<file path="src/rtl/iq_symbol_rx_pkg.sv">
// Shared types, widths and helpers for the oversampled I/Q symbol receiver.
package iq_rx_pkg;

  localparam int SAMPLE_W = 5;
  localparam int NIBBLE_W = 4;

  typedef enum logic [1:0] {
    MOD_BPSK  = 2'b00,
    MOD_QPSK  = 2'b01,
    MOD_QAM16 = 2'b10,
    MOD_OFF   = 2'b11
  } mod_sel_e;

  typedef enum logic {
    HUNT = 1'b0,
    LOCK = 1'b1
  } rx_state_e;

  function automatic logic [2:0] bitsPerSym(mod_sel_e modSel);
    logic [2:0] bps;
    case (modSel)
      MOD_BPSK:  bps = 3'd1;
      MOD_QPSK:  bps = 3'd2;
      MOD_QAM16: bps = 3'd4;
      default:   bps = 3'd0;
    endcase
    return bps;
  endfunction

endpackage

</file>
<file path="src/rtl/iq_symbol_rx_if.sv">
// Sample-in / nibble-out bundle between the I/Q pins, the receiver and the data path.
interface iq_symbol_rx_if;
  import iq_rx_pkg::*;

  logic [SAMPLE_W-1:0] i_in;
  logic [SAMPLE_W-1:0] q_in;
  logic                sample_en;
  logic [1:0]          mod_sel;
  logic [NIBBLE_W-1:0] data_o;
  logic                data_valid_o;
  logic                locked_o;

  modport master (
    output i_in,
    output q_in,
    output sample_en,
    output mod_sel,
    input  data_o,
    input  data_valid_o,
    input  locked_o
  );

  modport slave (
    input  i_in,
    input  q_in,
    input  sample_en,
    input  mod_sel,
    output data_o,
    output data_valid_o,
    output locked_o
  );

endinterface

</file>
<file path="src/rtl/iq_symbol_rx_integrate_dump.sv">
// Integrate-and-dump for both I and Q axes sharing one symbol phase counter.
// The sums presented on iSum_o/qSum_o already include the current sample.
module iq_integrate_dump
  import iq_rx_pkg::*;
#(
  parameter int OSR = 4,
  parameter int AW  = SAMPLE_W + $clog2(OSR)
) (
  input  logic                clk,
  input  logic                rst_n,
  input  logic                clear_i,
  input  logic                en_i,
  input  logic [SAMPLE_W-1:0] iSample_i,
  input  logic [SAMPLE_W-1:0] qSample_i,
  output logic                dump_o,
  output logic [AW-1:0]       iSum_o,
  output logic [AW-1:0]       qSum_o
);

  localparam int PW = $clog2(OSR);
  localparam logic [PW-1:0] LAST_PHASE = PW'(OSR - 1);

  logic [PW-1:0] phase_q, phase_d;
  logic [AW-1:0] accI_q, accI_d;
  logic [AW-1:0] accQ_q, accQ_d;
  logic [AW-1:0] iExt, qExt;

  assign iExt   = {{(AW - SAMPLE_W){iSample_i[SAMPLE_W-1]}}, iSample_i};
  assign qExt   = {{(AW - SAMPLE_W){qSample_i[SAMPLE_W-1]}}, qSample_i};
  assign iSum_o = accI_q + iExt;
  assign qSum_o = accQ_q + qExt;
  assign dump_o = en_i && (phase_q == LAST_PHASE);

  always_comb begin
    phase_d = phase_q;
    accI_d  = accI_q;
    accQ_d  = accQ_q;
    if (clear_i) begin
      phase_d = '0;
      accI_d  = '0;
      accQ_d  = '0;
    end else if (en_i) begin
      if (phase_q == LAST_PHASE) begin
        phase_d = '0;
        accI_d  = '0;
        accQ_d  = '0;
      end else begin
        phase_d = phase_q + PW'(1);
        accI_d  = iSum_o;
        accQ_d  = qSum_o;
      end
    end
  end

  always_ff @(posedge clk) begin
    if (!rst_n) begin
      phase_q <= '0;
      accI_q  <= '0;
      accQ_q  <= '0;
    end else begin
      phase_q <= phase_d;
      accI_q  <= accI_d;
      accQ_q  <= accQ_d;
    end
  end

endmodule

</file>
<file path="src/rtl/iq_symbol_rx.sv">
// Oversampled I/Q symbol receiver: acquisition, per-symbol slicing, nibble packing
// and loss-of-signal detection on top of a shared integrate-and-dump.
module iq_symbol_rx
  import iq_rx_pkg::*;
#(
  parameter int OSR          = 4,
  parameter int THR          = 4,
  parameter int SILENCE_SYMS = 4
) (
  input  logic         clk,
  input  logic         rst_n,
  iq_symbol_rx_if.slave bus
);

  localparam int AW = SAMPLE_W + $clog2(OSR);
  localparam int SW = $clog2(SILENCE_SYMS + 1);
  localparam logic [AW:0]       QAM_LIM  = (AW + 1)'(THR * OSR);
  localparam logic [AW:0]       SIL_LIM  = (AW + 1)'(THR * OSR / 2);
  localparam logic [SAMPLE_W:0] ACQ_LIM  = (SAMPLE_W + 1)'(THR);
  localparam logic [SW-1:0]     SIL_LAST = SW'(SILENCE_SYMS - 1);

  rx_state_e           state_q, state_d;
  logic [1:0]          modPrev_q;
  logic [NIBBLE_W-1:0] data_q, data_d;
  logic                valid_q, valid_d;
  logic [NIBBLE_W-1:0] shift_q, shift_d;
  logic [2:0]          bitCnt_q, bitCnt_d;
  logic [SW-1:0]       silCnt_q, silCnt_d;

  mod_sel_e            modSel;
  logic                modeChange;
  logic                acquire;
  logic                accEn;
  logic                accClear;
  logic                dump;
  logic [AW-1:0]       sumI, sumQ;
  logic [SAMPLE_W:0]   iInX, iInAbs;
  logic [AW:0]         sumIx, sumQx, absI, absQ;
  logic                sI, sQ, mI, mQ, silent;
  logic [2:0]          bps, bitSum;
  logic [NIBBLE_W-1:0] nibble;

  assign modSel     = mod_sel_e'(bus.mod_sel);
  assign modeChange = (bus.mod_sel != modPrev_q);

  assign iInX    = {bus.i_in[SAMPLE_W-1], bus.i_in};
  assign iInAbs  = iInX[SAMPLE_W] ? (~iInX + (SAMPLE_W + 1)'(1)) : iInX;
  assign acquire = (state_q == HUNT) && bus.sample_en && (modSel != MOD_OFF)
                   && (iInAbs >= ACQ_LIM);

  // The acquiring sample is phase 0 of the first symbol, so it feeds the integrator.
  assign accEn    = bus.sample_en && !modeChange && ((state_q == LOCK) || acquire);
  assign accClear = modeChange;

  iq_integrate_dump #(
    .OSR (OSR),
    .AW  (AW)
  ) u_intDump (
    .clk       (clk),
    .rst_n     (rst_n),
    .clear_i   (accClear),
    .en_i      (accEn),
    .iSample_i (bus.i_in),
    .qSample_i (bus.q_in),
    .dump_o    (dump),
    .iSum_o    (sumI),
    .qSum_o    (sumQ)
  );

  // One extra bit so that |-16*OSR| is representable.
  assign sumIx  = {sumI[AW-1], sumI};
  assign sumQx  = {sumQ[AW-1], sumQ};
  assign absI   = sumIx[AW] ? (~sumIx + (AW + 1)'(1)) : sumIx;
  assign absQ   = sumQx[AW] ? (~sumQx + (AW + 1)'(1)) : sumQx;
  assign sI     = sumI[AW-1];
  assign sQ     = sumQ[AW-1];
  assign mI     = (absI < QAM_LIM);
  assign mQ     = (absQ < QAM_LIM);
  assign silent = (absI < SIL_LIM) && (absQ < SIL_LIM);

  assign bps    = bitsPerSym(modSel);
  assign bitSum = bitCnt_q + bps;

  always_comb begin
    case (modSel)
      MOD_BPSK:  nibble = {shift_q[2:0], sI};
      MOD_QPSK:  nibble = {shift_q[1:0], sI, sQ};
      MOD_QAM16: nibble = {sI, mI, sQ, mQ};
      default:   nibble = shift_q;
    endcase
  end

  always_comb begin
    state_d  = state_q;
    data_d   = data_q;
    valid_d  = 1'b0;
    shift_d  = shift_q;
    bitCnt_d = bitCnt_q;
    silCnt_d = silCnt_q;
    if (modeChange) begin
      state_d  = HUNT;
      shift_d  = '0;
      bitCnt_d = '0;
      silCnt_d = '0;
    end else if (state_q == HUNT) begin
      if (acquire) begin
        state_d = LOCK;
      end
    end else if (dump) begin
      if (bitSum >= 3'd4) begin
        data_d   = nibble;
        valid_d  = 1'b1;
        shift_d  = '0;
        bitCnt_d = '0;
      end else begin
        shift_d  = nibble;
        bitCnt_d = bitSum;
      end
      // A nibble completed by the last silent symbol still goes out before lock drops.
      if (silent) begin
        if (silCnt_q == SIL_LAST) begin
          state_d  = HUNT;
          shift_d  = '0;
          bitCnt_d = '0;
          silCnt_d = '0;
        end else begin
          silCnt_d = silCnt_q + SW'(1);
        end
      end else begin
        silCnt_d = '0;
      end
    end
  end

  always_ff @(posedge clk) begin
    modPrev_q <= bus.mod_sel;
    if (!rst_n) begin
      state_q  <= HUNT;
      data_q   <= '0;
      valid_q  <= 1'b0;
      shift_q  <= '0;
      bitCnt_q <= '0;
      silCnt_q <= '0;
    end else begin
      state_q  <= state_d;
      data_q   <= data_d;
      valid_q  <= valid_d;
      shift_q  <= shift_d;
      bitCnt_q <= bitCnt_d;
      silCnt_q <= silCnt_d;
    end
  end

  assign bus.data_o       = data_q;
  assign bus.data_valid_o = valid_q;
  assign bus.locked_o     = (state_q == LOCK);

endmodule

</file>
<file path="src/flat_wrapper.sv">
// flat-port wrapper written by rule: the top's interface ports become plain ports
module iq_symbol_rx_flat import iq_rx_pkg::*;
#(
  parameter int OSR          = 4,
  parameter int THR          = 4,
  parameter int SILENCE_SYMS = 4
)
  (clk, rst_n, bus_i_in, bus_q_in, bus_sample_en, bus_mod_sel, bus_data_o, bus_data_valid_o, bus_locked_o);
  iq_symbol_rx_if bus_i ();
  input  logic clk;
  input  logic rst_n;
  input wire logic [$bits(bus_i.i_in)-1:0] bus_i_in;
  input wire logic [$bits(bus_i.q_in)-1:0] bus_q_in;
  input wire logic [$bits(bus_i.sample_en)-1:0] bus_sample_en;
  input wire logic [$bits(bus_i.mod_sel)-1:0] bus_mod_sel;
  output wire logic [$bits(bus_i.data_o)-1:0] bus_data_o;
  output wire logic [$bits(bus_i.data_valid_o)-1:0] bus_data_valid_o;
  output wire logic [$bits(bus_i.locked_o)-1:0] bus_locked_o;
  assign bus_i.i_in = bus_i_in;
  assign bus_i.q_in = bus_q_in;
  assign bus_i.sample_en = bus_sample_en;
  assign bus_i.mod_sel = bus_mod_sel;
  assign bus_data_o = bus_i.data_o;
  assign bus_data_valid_o = bus_i.data_valid_o;
  assign bus_locked_o = bus_i.locked_o;
  iq_symbol_rx #(.OSR(OSR), .THR(THR), .SILENCE_SYMS(SILENCE_SYMS)) u_core (.clk(clk), .rst_n(rst_n), .bus(bus_i));
endmodule
</file>
<file path="config.mk">
export PLATFORM = sky130hd
export DESIGN_NAME = iq_symbol_rx_flat
export DESIGN_NICKNAME = d
export VERILOG_FILES = /design/src/rtl/iq_symbol_rx_pkg.sv /design/src/rtl/iq_symbol_rx_if.sv /design/src/rtl/iq_symbol_rx_integrate_dump.sv /design/src/rtl/iq_symbol_rx.sv /design/src/flat_wrapper.sv
export SDC_FILE = /design/constraint.sdc
export NUM_CORES = 1
export LEC_CHECK = 0
export CORE_MARGIN = 8
export CORE_UTILIZATION = 62
export DETAILED_ROUTE_END_ITERATION = 12
export PLACE_DENSITY = 0.88
export SLEW_MARGIN = 20
export SYNTH_ARGS = -nofsm -noshare
export SYNTH_HDL_FRONTEND = slang
export SYNTH_SLANG_ARGS = --single-unit
</file>
<file path="constraint.sdc">
create_clock -name clk -period 8.4 [get_ports clk]
set_clock_uncertainty 0.05 [all_clocks]
set_input_delay 2.52 -clock clk [delete_from_list [all_inputs] [get_ports clk]]
set_output_delay 2.52 -clock clk [all_outputs]
set_load 0.01 [all_outputs]
</file>
==> results of run 1 <==
-- sequential cells by signal, indices dropped and copies added, names as in the netlist --
name,count
u_core.u_intDump.accI_q,7
u_core.u_intDump.accQ_q,7
u_core.bus.data_o,4
u_core.shift_q,4
u_core.bitCnt_q,3
u_core.silCnt_q,3
u_core.modPrev_q,2
u_core.u_intDump.phase_q,2
u_core.bus.data_valid_o,1
u_core.bus.locked_o,1
-- power by group through the flow --
stage          clock network, W  registers (W)   logic, W
2_1_floorplan                 0       0.000167  0.0000386
3_3_place_gp                  0       0.000167  0.0000541
3_5_place_dp                  0       0.000167  0.0000560
4_1_cts                0.000132       0.000163  0.0000569
5_1_grt                0.000138       0.000163  0.0000635
6_report               0.000130       0.000163  0.0000577
-- stage by stage --
stage                     area, um^2  hold slack [ns]
after global placement          2540            0.381
after detailed placement        2540            0.399
after global routing            2640            0.432
final                           2640            0.409
after floorplan                 2320            0.370
after CTS                       2640            0.410
-- final cells by class --
class | instances | area share [%]
multi-input cells | 219 | 57.4
flip-flops and latches | 34 | 25.8
repair buffers | 21 | 7.88
clock buffers | 6 | 3.13
inverters | 21 | 2.99
well taps | 48 | 2.28
clock inverters | 2 | 0.475
-- cell families (layout without fill, tap and decap cells) --
group	after synthesis	in the layout	share of synthesized area, %
multiplexers	5	5	3.24
AND/OR/NAND/NOR	101	101	22.0
adder cells (fa/ha/maj)	19	19	11.2
buffers and inverters	32	50	5.35
flip-flops	34	34	29.4
XOR/XNOR	11	11	4.16
AO/OA/AOI/OAI	83	83	24.6
-- placed cells by master (no fill, tap or decap), drive strengths merged, types with 4 or more instances in the layout --
cell type,n
o21ai,14
dfxtp,34
xnor2,4
o31ai,9
a211oi,11
nor2,38
ha,16
nand2b,5
inv,21
clkdlybuf4s50,20
xor2,7
nor3b,6
nand2,18
or3,4
a31oi,4
nor3,11
a21oi,25
clkbuf,6
-- worst max-delay path, stage by stage --
cell             delay (ns)
clkdlybuf4s50_1        0.52
ha_1                   0.19
inv_1                  0.06
fa_1                   0.44
nand2b_1               0.20
a211oi_1               0.32
mux2i_1                0.17
nor2_1                 0.32
nand4_1                0.24
a211oi_4               0.41
a211oi_1               0.12
-- routing by layer --
metal  vias up  GRT usage [%]  routed length [um]
met5         -              0                   0
met4         0           10.8                 202
met3        24           6.06                 325
met2        64           31.9                2630
met1       979           20.4                2270
li1       1062              -                   -
-- worst max-delay path by stage --
stage,endpoint,slack [ns],cells after the start
global route,u_core.bus.locked_o,2.86,11
finish,u_core.bus.locked_o,2.99,11
detailed placement,u_core.bus.locked_o,2.74,11
CTS,u_core.bus.locked_o,3.02,11
floorplan,u_core.shift_q[0],3.64,10
global placement,u_core.bus.locked_o,2.92,11
==> metrics.md, run 1 <==
| Metric | Value |
|---|---|
| Syn Std Cell Area | `about 2300 um^2` |
| Count of final max-slew check failures | `0` |
| P_sw | `0.0000990 W` |
| Synth async-reset ratio | `0%` |
| Largest cells by area after synthesis | `dfxtp_1, ha_1, nor2_1, a21oi_1, inv_1` |
| RePlAce Congestion | `between 0.9 and 1` |
| Min Tclk post-route | `5.41 ns` |
| Leak pwr | `0.987 nW` |
| Sum Neg Setup Slack | `0 ns` |
| Worst Hold Depth | `2` |
| HPWL after DPL | `just over 4000 um` |
| Unrepaired setup endpoints after global routing | `no` |
| Number of H-tree levels | `2` |
| Placed cell count | `around 340` |
| Final Util | `72.5%` |
| Cell taking the most area after synthesis | `dfxtp_1` |
| Gate power share | `16.4%` |
| DRC violations left | `0` |
| Yosys warns | `0` |
| Slew headroom | `a little under a third` |
| Initial antenna violation count | `0` |
| Dpl ws | `2.74 ns` |
| Clock Root Buffer | `clkbuf_8` |
| Num rows | `22` |
| Routed len/inst | `15.5 um` |
| FF-to-FF End | `u_core.bus.locked_o` |
| Worst setup margin | `between 2 and 3 ns` |
| Cts hold-fix bufs | `0` |
| Post-DR vias/cell | `6.07` |
| Worst hold path class | `reg2reg` |
| R2R cell count | `10` |
| Area share of the largest cell type after synthesis | `29.4%` |
| Port bufs | `20` |
| Total Power | `0.000351 W` |
| Worst EP arrival | `about 5.5 ns` |
| Slew @ Worst Pin | `1.04 ns` |
| Clock share of power | `37.0%` |
| Antenna diodes | `0` |
| Critical Path Fanout Max | `7` |
| Share of layout cells above drive strength 1 | `6.60%` |
| Vias in the first global route | `about 2100` |
| PwrDens | `133 nW/um^2` |
| Grt total ovfl | `0` |
| Synth Net Count | `319` |
| Synthesized instance count | `285` |
| Num CTS Buffers | `5` |
| Internal power | `about 0.00025 W` |
| Max IR drop VDD | `97.8 uV` |
| Area delta synth->final | `13.7%` |
| Top Ports | `21` |
| Hold Vio Cnt, Final | `0` |
| Post_cts resized | `0` |
| Top_reg_cell synth | `dfxtp_1` |
| Max Cap Violations | `0` |
| Initial core utilization | `~64%` |
| Worst skew pair latency | `0.30 ns` |
| Commonest cells in the netlist | `nor2_1, dfxtp_1, a21oi_1` |
| Clk sinks | `34` |
| Total number of vias | `2129` |
| Fillers | `roughly 290` |
| Mean Syn Cell Area | `~8.1 um^2` |
| FF+latch area | `681 um^2` |
| 1st-pass router iterations | `4` |
| Multi-input gate area | `1510 um^2` |
| Tcrit/Tclk final | `between 60 and 70%` |
| Count leader, synth | `nor2_1` |
| Critical Path RT | `8.50 ns` |
| Core Footprint | `3630 um^2` |
| Seq/Total Area, Yosys | `approximately 29%` |
| Starting DRT DRC Count | `135` |
| Setup Buffers After CTS | `0` |
| Clk buf depth | `2` |
| Hold path start | `u_core.bus.data_o[2]` |
| Die H | `roughly 77 um` |
| Max Clk Rate | `0.185 GHz` |
| Number of synthesized flops with an enable pin | `0` |
| Sequential share of power | `46.6%` |
| DIE AREA | `5950 um^2` |
| Yosys reg bits | `34` |
| First-pass GRT wire length | `~9400 um` |
| Unique cell type count in the Yosys netlist | `50` |
| R2R Setup Slk | `around 5.4 ns` |
| Crit Path Category | `in2reg` |
| Worst setup startpoint | `bus_i_in[0]` |
| Die X | `77.1 um` |
| GRT Util Overall | `18.9%` |
| Switching Fraction | `28.2%` |
| Nets | `between 300 and 400` |
| Endpoints failing setup | `0` |
| CP startpoint kind | `input port` |
| Routed Antenna Nets | `0` |
| Status | `completed` |
| Largest net degree at the start of global routing | `22` |
| Routed WL | `5440 um` |
| CTS tree | `yes` |
| WHS Endpoint | `u_core.bus.data_o[2]` |
| CP Capture Type | `register` |
| Non-filler cells, final | `351` |
| R2r startpoint | `u_core.u_intDump.accI_q[0]` |
| Reg clk slew, reported paths | `0.07 ns` |
Note: power is estimated with default switching activity, not from simulation.
==> run 2: changes to the inputs <==
Settings changed: CORE_UTILIZATION 62 to 52, PLACE_DENSITY 0.88 to 0.79.
Clock period 8.4 ns to 4.78 ns, I/O delays scaled along.
==> run 2 against run 1 <==
Design area rose by 3.2%. First-iteration DRC count shrank 24%. Power is 100% higher. Die area grew 15%. Non-clock buffer count rose by 5. Critical path depth unchanged. Combinational power is 75% higher. Sequential share of layout area decreased by 0.81 points. Critical endpoint unchanged.
==> metrics.md, run 2 (same netlist as run 1, synthesis figures left out) <==
| Metric | Value |
|---|---|
| Commonest non-fill, non-tap cell in the layout | `nor2_1 (unchanged)` |
| Count of final max-slew check failures | `0 (unchanged)` |
| CP Capture Type | `register (unchanged)` |
| Status | `completed (unchanged)` |
| Starting DRT DRC Count | `103 (was 135)` |
| Die X | `82.8 um (was 77.1 um)` |
| Endpoints failing setup | `0 (unchanged)` |
| Worst Hold Depth | `1 (was 2)` |
| Number of H-tree levels | `2 (unchanged)` |
| Slew @ Worst Pin | `0.686 ns (was 1.04 ns)` |
| Non-filler cells, final | `360 (was 351)` |
| DIE AREA | `6850 um^2 (was 5950 um^2)` |
| Hold Vio Cnt, Final | `0 (unchanged)` |
| Tcrit/Tclk final | `87.7%` |
| Nets | `341 (was 336)` |
| Worst hold path class | `reg2reg (unchanged)` |
| R2R cell count | `10 (unchanged)` |
| Setup Buffers After CTS | `0 (unchanged)` |
| Max Clk Rate | `0.239 GHz` |
| Largest net degree at the start of global routing | `18 (was 22)` |
| Critical Path RT | `4.88 ns (was 8.50 ns)` |
| Port bufs | `20 (unchanged)` |
| Largest regs | `u_core.u_intDump.accI_q x7, u_core.u_intDump.accQ_q x7 (unchanged)` |
| HPWL after DPL | `3810 um (was 4060 um)` |
| First-pass GRT wire length | `8350 um (was 9360 um)` |
| Post_cts resized | `0 (unchanged)` |
| Grt total ovfl | `0 (unchanged)` |
| RePlAce Congestion | `0.918 (was 0.929)` |
| Routed len/inst | `13.9 um (was 15.5 um)` |
| Share of layout cells above drive strength 1 | `8.12% (was 6.60%)` |
| Most frequent cells in the layout | `nor2_1, dfxtp_1, a21oi_1, inv_1, clkdlybuf4s50_1 (unchanged)` |
| Area delta synth->final | `17.4% (was 13.7%)` |
| 1st-pass router iterations | `4 (unchanged)` |
| Clock Root Buffer | `clkbuf_8 (unchanged)` |
| GRT Util Overall | `15.5% (was 18.9%)` |
| Max Cap Violations | `0 (unchanged)` |
| Num rows | `24 (was 22)` |
| Worst skew pair latency | `0.29 ns (was 0.30 ns)` |
| CTS tree | `yes (unchanged)` |
| Routed Antenna Nets | `0 (unchanged)` |
| Initial core utilization | `53.6% (was 63.8%)` |
| Slew headroom | `54.3% (was 30.2%)` |
| Routed WL | `4990 um (was 5440 um)` |
| CP startpoint kind | `input port (unchanged)` |
| Initial antenna violation count | `0 (unchanged)` |
| Reg clk slew, reported paths | `0.07 ns (about the same)` |
| Top Ports | `21 (unchanged)` |
| Sum Neg Setup Slack | `0 ns (unchanged)` |
| Clk buf depth | `2 (unchanged)` |
| Critical Path Fanout Max | `7 (unchanged)` |
| DRC violations left | `0 (unchanged)` |
| Clk sinks | `34 (unchanged)` |
| Antenna diodes | `0 (unchanged)` |
| Vias in the first global route | `1889 (was 2147)` |
| Worst EP arrival | `4.29 ns (was 5.51 ns)` |
| Cts hold-fix bufs | `0 (unchanged)` |
| Placed cell count | `352 (was 343)` |
| Max IR drop VDD | `174 uV (was 97.8 uV)` |
| Crit Path Category | `in2reg (unchanged)` |
| PwrDens | `261 nW/um^2 (was 133 nW/um^2)` |
| Die H | `82.8 um (was 77.1 um)` |
| Post-DR vias/cell | `5.78 (was 6.07)` |
| Total number of vias | `2080 (was 2129)` |
| Min Tclk post-route | `4.19 ns` |
| Core Footprint | `4320 um^2 (was 3630 um^2)` |
| Unrepaired setup endpoints after global routing | `no (unchanged)` |
| Leak pwr | `1.03 nW (was 0.987 nW)` |
| Num CTS Buffers | `5 (unchanged)` |
run 2: cell types whose count changed in the layout (fill, tap and decap cells not counted):
cell | previous run | this run
clkinv_4 | 0 | 1
bufinv_16 | 0 | 2
clkbuf_8 | 6 | 5
clkinvlp_4 | 1 | 0
buf_4 | 1 | 6
clkinv_2 | 1 | 0
run 2: critical path: stages:
cell and delay [ns]:
clkdlybuf4s50_1 0.50, ha_1 0.19, inv_1 0.06, fa_1 0.44
nand2b_1 0.20, a211oi_1 0.27, mux2i_1 0.16, nor2_1 0.30
nand4_1 0.23, a211oi_4 0.39, a211oi_1 0.12
run 2: layout make-up:
type,instances,area [um^2]
Clock inverter,3,68.8
Multi-Input combinational cell,219,1510
Timing Repair Buffer,26,245
Tap cell,52,65.1
Sequential cell,34,681
Inverter,21,78.8
Clock buffer,5,68.8
Fill cell,376,1600
run 2: routing by layer:
metal | vias up | routed length, um | GRT usage, %
met5 | - | 0 | 0
met4 | 0 | 77 | 5.69
met3 | 6 | 227 | 3.03
met2 | 44 | 2340 | 26.0
met1 | 954 | 2350 | 19.3
li1 | 1076 | - | -
run 2: where the power goes:
group          internal, W  total (W)  switching, W
clock network     0.000209   0.000321      0.000112
registers         0.000285   0.000287    0.00000152
logic            0.0000434   0.000101     0.0000577
total             0.000538   0.000709      0.000171
run 2: worst paths after layout:
check | from | end | slack (ns)
worst max-delay path | bus_i_in[0] | u_core.bus.locked_o | 0.59
worst min-delay path | u_core.silCnt_q[2] | u_core.silCnt_q[2] | 0.41
worst max register to register | u_core.u_intDump.accI_q[0] | u_core.bus.locked_o | 1.91
worst min register to register | u_core.silCnt_q[2] | u_core.silCnt_q[2] | 0.41
run 2: stage by stage:
stage          hold slack [ns]  setup slack, ns  util [%]  power [W]  instance area (um^2)
6_report                 0.406            0.589      62.9   0.000709                  2720
5_1_grt                  0.423            0.317      62.9   0.000740                  2720
4_1_cts                  0.407            0.571      62.9   0.000712                  2720
3_5_place_dp             0.397            0.289      59.7   0.000394                  2580
3_3_place_gp             0.388            0.381      59.7   0.000392                  2580
2_1_floorplan            0.370             1.11         -   0.000361                  2320
